`config.mk`:
```
export PLATFORM = sky130hd
export DESIGN_NAME = mm_shift_arbiter
export DESIGN_NICKNAME = d
export VERILOG_FILES = /design/src/rtl/mm_vec_pkg.sv /design/src/rtl/mm_byte_shift128.sv /design/src/rtl/mm_shift_arbiter.sv
export SDC_FILE = /design/constraint.sdc
export NUM_CORES = 1
export LEC_CHECK = 0
export ABC_CLOCK_PERIOD_IN_PS = 3000
export BUFFER_PORTS_ARGS = -buffer_cell sky130_fd_sc_hd__buf_2
export CELL_PAD_IN_SITES_DETAIL_PLACEMENT = 2
export CELL_PAD_IN_SITES_GLOBAL_PLACEMENT = 2
export CORE_ASPECT_RATIO = 0.5
export CORE_UTILIZATION = 26
export DETAILED_ROUTE_END_ITERATION = 12
export PLACE_DENSITY_LB_ADDON = 0.2
export SETUP_SLACK_MARGIN = 0.3
export SYNTH_ARGS = -nofsm -noshare
export SYNTH_HDL_FRONTEND = slang
export SYNTH_SLANG_ARGS = --single-unit
```
`constraint.sdc`:
```
create_clock -name clk -period 3 [get_ports clk]
set_clock_uncertainty 0.15 [all_clocks]
set_input_delay 0.15 -clock clk [delete_from_list [all_inputs] [get_ports clk]]
set_output_delay 0.15 -clock clk [all_outputs]
set_load 0.02 [all_outputs]
```
`src/rtl/mm_vec_pkg.sv`:
```
// Shared vector types for the minimap2 SSE-style datapath blocks.
package mm_vec_pkg;
  typedef logic [127:0] vec128_t;
  localparam int VEC_BYTES = 16;
  typedef enum logic {SHIFT_RIGHT = 1'b0, SHIFT_LEFT = 1'b1} shift_dir_t;
endpackage

```
`src/rtl/mm_byte_shift128.sv`:
```
// Combinational 128-bit byte shift with _mm_slli_si128 / _mm_srli_si128 semantics.
import mm_vec_pkg::*;

module mm_byte_shift128 (
  input  vec128_t    a,
  input  logic [7:0] imm,
  input  shift_dir_t dir,
  output vec128_t    dst
);
  logic [6:0] w_bits;

  assign w_bits = {imm[3:0], 3'b000};

  // Counts of 16 or more clear the vector outright; the count never wraps.
  always_comb begin
    dst = '0;
    if (imm < 8'(VEC_BYTES)) begin
      dst = (dir == SHIFT_LEFT) ? (a << w_bits) : (a >> w_bits);
    end
  end
endmodule

```
`src/rtl/mm_shift_arbiter.sv`:
```
// Round-robin sharing of one registered byte-shift unit between NUM_REQ requesters.
import mm_vec_pkg::*;

module mm_shift_arbiter #(
  parameter int NUM_REQ = 4,
  parameter int TAG_W   = 4,
  localparam int ID_W   = $clog2(NUM_REQ)
) (
  input  logic                   clk,
  input  logic                   rst_n,
  input  logic [NUM_REQ-1:0]     req_valid,
  output logic [NUM_REQ-1:0]     req_ready,
  input  logic [NUM_REQ*128-1:0] req_data,
  input  logic [NUM_REQ*8-1:0]   req_imm,
  input  logic [NUM_REQ-1:0]     req_left,
  input  logic [NUM_REQ*TAG_W-1:0] req_tag,
  output logic                   res_valid,
  input  logic                   res_ready,
  output vec128_t                res_data,
  output logic [ID_W-1:0]        res_id,
  output logic [TAG_W-1:0]       res_tag,
  output logic [ID_W-1:0]        o_dbg_rr_ptr
);
  // Handshake: requester i transfers when req_valid[i] && req_ready[i]; the result
  // transfers when res_valid && res_ready. A requester holds its inputs until granted.
  logic [ID_W-1:0]  r_rr_ptr;
  logic             r_res_valid;
  vec128_t          r_res_data;
  logic [ID_W-1:0]  r_res_id;
  logic [TAG_W-1:0] r_res_tag;

  logic             w_slot_free;
  logic             w_found;
  logic             w_grant;
  logic [ID_W-1:0]  w_gnt_idx;
  logic [ID_W:0]    w_cand;
  vec128_t          w_sel_data;
  logic [7:0]       w_sel_imm;
  logic             w_sel_left;
  logic [TAG_W-1:0] w_sel_tag;
  vec128_t          w_shifted;

  assign w_slot_free = !r_res_valid || res_ready;
  assign w_grant     = w_found && w_slot_free && rst_n;
  assign req_ready   = w_grant ? (NUM_REQ'(1) << w_gnt_idx) : '0;

  // First valid requester at or after the pointer, wrapping modulo NUM_REQ.
  always_comb begin
    w_found   = 1'b0;
    w_gnt_idx = '0;
    w_cand    = '0;
    for (int k = 0; k < NUM_REQ; k++) begin
      w_cand = {1'b0, r_rr_ptr} + (ID_W+1)'(k);
      if (w_cand >= (ID_W+1)'(NUM_REQ)) w_cand = w_cand - (ID_W+1)'(NUM_REQ);
      if (!w_found && req_valid[w_cand[ID_W-1:0]]) begin
        w_found   = 1'b1;
        w_gnt_idx = w_cand[ID_W-1:0];
      end
    end
  end

  always_comb begin
    w_sel_data = req_data[int'(w_gnt_idx)*128 +: 128];
    w_sel_imm  = req_imm[int'(w_gnt_idx)*8 +: 8];
    w_sel_left = req_left[w_gnt_idx];
    w_sel_tag  = req_tag[int'(w_gnt_idx)*TAG_W +: TAG_W];
  end

  mm_byte_shift128 u_shift (
    .a   (w_sel_data),
    .imm (w_sel_imm),
    .dir (shift_dir_t'(w_sel_left)),
    .dst (w_shifted)
  );

  // A grant on the same edge as a drain simply overwrites the departing result.
  always_ff @(posedge clk) begin
    if (!rst_n) begin
      r_rr_ptr    <= '0;
      r_res_valid <= 1'b0;
      r_res_data  <= '0;
      r_res_id    <= '0;
      r_res_tag   <= '0;
    end else if (w_grant) begin
      r_res_valid <= 1'b1;
      r_res_data  <= w_shifted;
      r_res_id    <= w_gnt_idx;
      r_res_tag   <= w_sel_tag;
      r_rr_ptr    <= (w_gnt_idx == ID_W'(NUM_REQ-1)) ? '0 : w_gnt_idx + ID_W'(1);
    end else if (res_ready) begin
      r_res_valid <= 1'b0;
    end
  end

  assign res_valid    = r_res_valid;
  assign res_data     = r_res_data;
  assign res_id       = r_res_id;
  assign res_tag      = r_res_tag;
  assign o_dbg_rr_ptr = r_rr_ptr;
endmodule

```
==> out/results.txt, run 1 <==
DP HPWL -> 196,000 um
largest cells by area after synthesis -> mux2i_1, dfxtp_1, nand2_1
most numerous cell in the Yosys netlist -> nand2_1
overall routing resource usage -> 76.5%
largest net degree at the start of global routing -> 68
area leader, netlist -> mux2i_1
die width -> 425 um
main flop type after synthesis -> dfxtp_1
Max Root-Sink Buffers -> 2
Stopped at -> global routing (5_1_grt)
Initial Util -> 26.3%
Overflow after GRT -> 2
placed cell area -> 36,800 sq um
GRT repair_timing worst endpoint -> res_data[75]$_SDFFE_PN0P_/D
clock sinks -> 137
Yosys reg bits -> 137
yosys warns -> 0
Mean Syn Cell Area -> 6.82 sq um
status -> did not finish
worst endpoint type -> register input
Ports -> 712
Syn Inst Count -> 3,412
number of synthesized flops with an enable pin -> 0
initial antenna violation count -> 88
Synth Cell Area -> 23,300 sq um
error msg -> [ERROR GRT-0232] Routing congestion too high. Check the congestion heatmap in the GUI.
Root Buffer -> clkbuf_16
Buffers on Ports -> 711
post-synthesis cell type count -> 88
syn_nets -> 3,987
Synth async-reset ratio -> 0%
Synth top area share -> 12.3%
htree depth -> 4
top cells by count, synth -> nand2_1, mux2i_1, nand3_1, nor4_1, o21ai_0
RePlAce Congestion -> 1.09
post-synthesis sequential area ratio -> 11.8%
CTS Buf Count -> 17
Post-Place Cells -> 6,018
FP Rows -> 77
die height -> 214 um
## per-layer routing
| layer | global-route usage (%) | GRT overflow |
|---|---|---|
| met5 | 41.4 | 0 |
| met4 | 71.3 | 1 |
| met3 | 62.5 | 0 |
| met2 | 91.9 | 1 |
| met1 | 77.9 | 0 |
## what timing repair did
action / 4_1_cts
setup endpoints to repair: 135
setup buffers: 64
pin swaps: 72
hold endpoints to repair: 3
cloned: 12
resized for setup: 446
hold buffers: 5
## logic make-up after synthesis
kind of cell               share of synthesized area, %
and+or+nand+nor                                    30.7
AOI/OAI and AO/OA                                  31.5
buffers and inverters                              8.82
muxes                                              17.0
DFF                                                11.8
adders and majority gates                         0.215
## metrics by stage
| step | worst slack [ns] | hold WS [ns] | utilization, % |
|---|---|---|---|
| after floorplan | 0.0174 | 0.201 | - |
| after global placement | -0.910 | 0.284 | 41.5 |
| after detailed placement | -1.15 | 0.304 | 41.5 |
| after CTS | -0.604 | 0.0318 | 45.6 |
==> run 2: changes to the inputs <==
Settings changed: ABC_CLOCK_PERIOD_IN_PS 3000 to 3900, CELL_PAD_IN_SITES_DETAIL_PLACEMENT 2 to unset, CELL_PAD_IN_SITES_GLOBAL_PLACEMENT 2 to unset, CORE_ASPECT_RATIO 0.5 to unset, CORE_UTILIZATION 26 to 30, PLACE_DENSITY_LB_ADDON 0.2 to 0.15, SETUP_SLACK_MARGIN 0.3 to unset.
Clock period 3 ns to 3.9 ns, I/O delays scaled along.
==> out/results.txt, run 2 <==
Mean Syn Cell Area -> 6.82 sq um
vias per cell -> 6.33
final hold slack -> 0.0105 ns
CTS tree -> built
Hold Fails Final Rpt -> 0
Synth async-reset ratio -> 0%
Buffers on Ports -> 711
P per Cell Area -> 607 nW/um^2
clock sinks -> 137
Vias -> 34,071
DRT Pass-1 Iters -> 6
die height -> 281 um
DR DRC count -> 0
status -> finished clean
main flop type after synthesis -> dfxtp_1
CTS Buf Count -> 17
Pleak -> 14.3 nW
Hold Crit Start -> req_tag[5]
most frequent cells in the layout -> buf_2, buf_4, nand2_1
die area -> 78,700 sq um
Max IR drop VDD -> 0.000337 V
critical path fanouts, max -> 21
post-synthesis cell type count -> 88
Final ANT Viol Nets -> 0
Worst-Margin Slew -> 0.916 ns
design area -> 32,200 sq um
CTS clock-pin slew for the worst setup and hold paths -> 0.09 ns
top cells by count, synth -> nand2_1, mux2i_1, nand3_1, nor4_1, o21ai_0
WHS Endpoint -> res_tag[1]
r2r setup slk -> 0.05 ns
RSZ-0062 raised after global routing -> false
area delta synth->final -> 38.3%
Overflow after GRT -> 0
Synth Cell Area -> 23,300 sq um
flip-flop count of the largest register after layout -> 128
DP HPWL -> 141,000 um
Hold Crit Class -> primary input to register
DR WL/cell -> 32.5 um
most numerous cell in the Yosys netlist -> nand2_1
CP Data Required Time -> 4.11 ns
total negative slack -> 0 ns
Crit Path Class -> register to register
Root Buffer -> clkbuf_16
1st-iter DRT viols -> 4,049
global-route wire length before repair -> 243,000 um
placed cell area -> 31,400 sq um
most common cell after layout, fill and taps aside -> buf_2
Yosys reg bits -> 137
worst r2r src -> o_dbg_rr_ptr[1]
CP arrival -> 4.05 ns
multi-input logic area -> 18,700 sq um
yosys warns -> 0
initial antenna violation count -> 38
Syn Inst Count -> 3,412
sequential cell area -> 2750 sq um
die width -> 281 um
Max Root-Sink Buffers -> 2
number of synthesized flops with an enable pin -> 0
number of global-route vias before repair -> 32,724
Final nets -> 4,873
area leader, netlist -> mux2i_1
# setup viols final -> 0
Ports -> 712
worst flop-to-flop path endpoint -> res_data[12]
Synth top area share -> 12.3%
placeable core region -> 76,300 sq um
worst-skew pair later-pin latency -> 0.48 ns
Worst R2R Path Depth -> 12
Fillers -> 8,396
min cycle time layout -> 3.85 ns
Hold Path Depth -> 5
syn_nets -> 3,987
largest cells by area after synthesis -> mux2i_1, dfxtp_1, nand2_1
MaxCap Viol Count -> 0
Initial Util -> 30.5%
htree depth -> 4
critical path startpoint category -> register
RePlAce Congestion -> 1.02
overall routing resource usage -> 42.8%
share of layout cells above drive strength 1 -> 34.4%
FP Rows -> 101
post-synthesis sequential area ratio -> 11.8%
largest net degree at the start of global routing -> 155
max-slew violations -> 0
crit share post-route -> 98.6%
f_max -> 260 MHz
slew margin rel. -> 38.9%
total wire length -> 175,000 um
crit path capture type -> register
run 2: cell counts after synthesis:
No cell type changed its count.
run 2: worst max path at each step:
| stage | startpoint | endpoint | cells past startpoint |
|---|---|---|---|
| 5_1_grt | o_dbg_rr_ptr[0] | res_data[5] | 12 |
| 3_5_place_dp | o_dbg_rr_ptr[0] | res_data[3] | 12 |
| 4_1_cts | o_dbg_rr_ptr[0] | res_data[70] | 13 |
| 6_report | o_dbg_rr_ptr[1] | res_data[12] | 12 |
| 2_1_floorplan | o_dbg_rr_ptr[0] | res_data[111] | 11 |
| 3_3_place_gp | o_dbg_rr_ptr[0] | res_data[3] | 12 |
run 2: kinds of logic after synthesis:
family / count (synthesis) / share of synthesized area, %
adder cells (fa/ha/maj): 4 / 0.215
flip-flops: 137 / 11.8
AO/OA/AOI/OAI: 1019 / 31.5
buffers and inverters: 433 / 8.82
AND/OR/NAND/NOR: 1439 / 30.7
multiplexers: 380 / 17.0
run 2: layout make-up:
type / instances / area share (%)
inverter: 4 / 0.0622
clock buffer: 19 / 1.41
clock inverter: 13 / 0.486
antenna: 39 / 0.303
timing repair buffer: 1296 / 27.1
multi-input combinational: 2842 / 58.1
sequential: 137 / 8.53
tap: 1030 / 4.00
run 2: worst max-delay path, stage by stage (launching register included):
cell      delay, ns
dfxtp_4        0.48
nand2_1        0.13
a211o_4        0.45
a211oi_1       0.33
buf_4          0.21
a32o_4         0.19
buf_4          0.34
mux2i_1        0.35
mux2i_1        0.15
buf_4          0.17
mux2i_2        0.34
o21ai_0        0.18
a22o_1         0.23
run 2: routing by layer:
metal	share of wire, %	routed length [um]	global-route usage, %	vias to the layer above
met5	0.024	42	0	-
met4	7.5	13200	28.9	6
met3	8.0	13900	8.35	509
met2	46	80400	70.1	2025
met1	39	67500	50.4	16574
li1	-	-	-	14957
run 2: power by group:
group          total [W]  switching [W]  internal [W]  leakage (nW)
clock network    0.00181       0.000811      0.000996         0.294
logic             0.0160        0.00997       0.00607          12.9
registers        0.00169       0.000135       0.00156          1.11
total             0.0195         0.0109       0.00863          14.3
run 2: repair_timing:
action / 4_1_cts / 5_1_grt
buffers inserted: 0 / 2
pin swaps: 0 / 1
endpoints found under the setup margin: 4 / 60
hold endpoints to repair: 2 / 0
gates resized for setup: 8 / 10
hold buffers: 3 / 0
run 2: stage by stage:
stage / utilization, % / cells / total power, W / setup WS, ns
after floorplan: - / 3412 / 0.00949 / 0.623
after global placement: 41.1 / 5304 / 0.0173 / -0.546
after detailed placement: 41.1 / 5304 / 0.0172 / -0.447
after CTS: 42.0 / 5339 / 0.0191 / 0.00636
after global routing: 42.1 / 5365 / 0.0201 / 0.00172
final: 42.2 / 5380 / 0.0195 / 0.0549
Power figures use the tool's default switching activity.
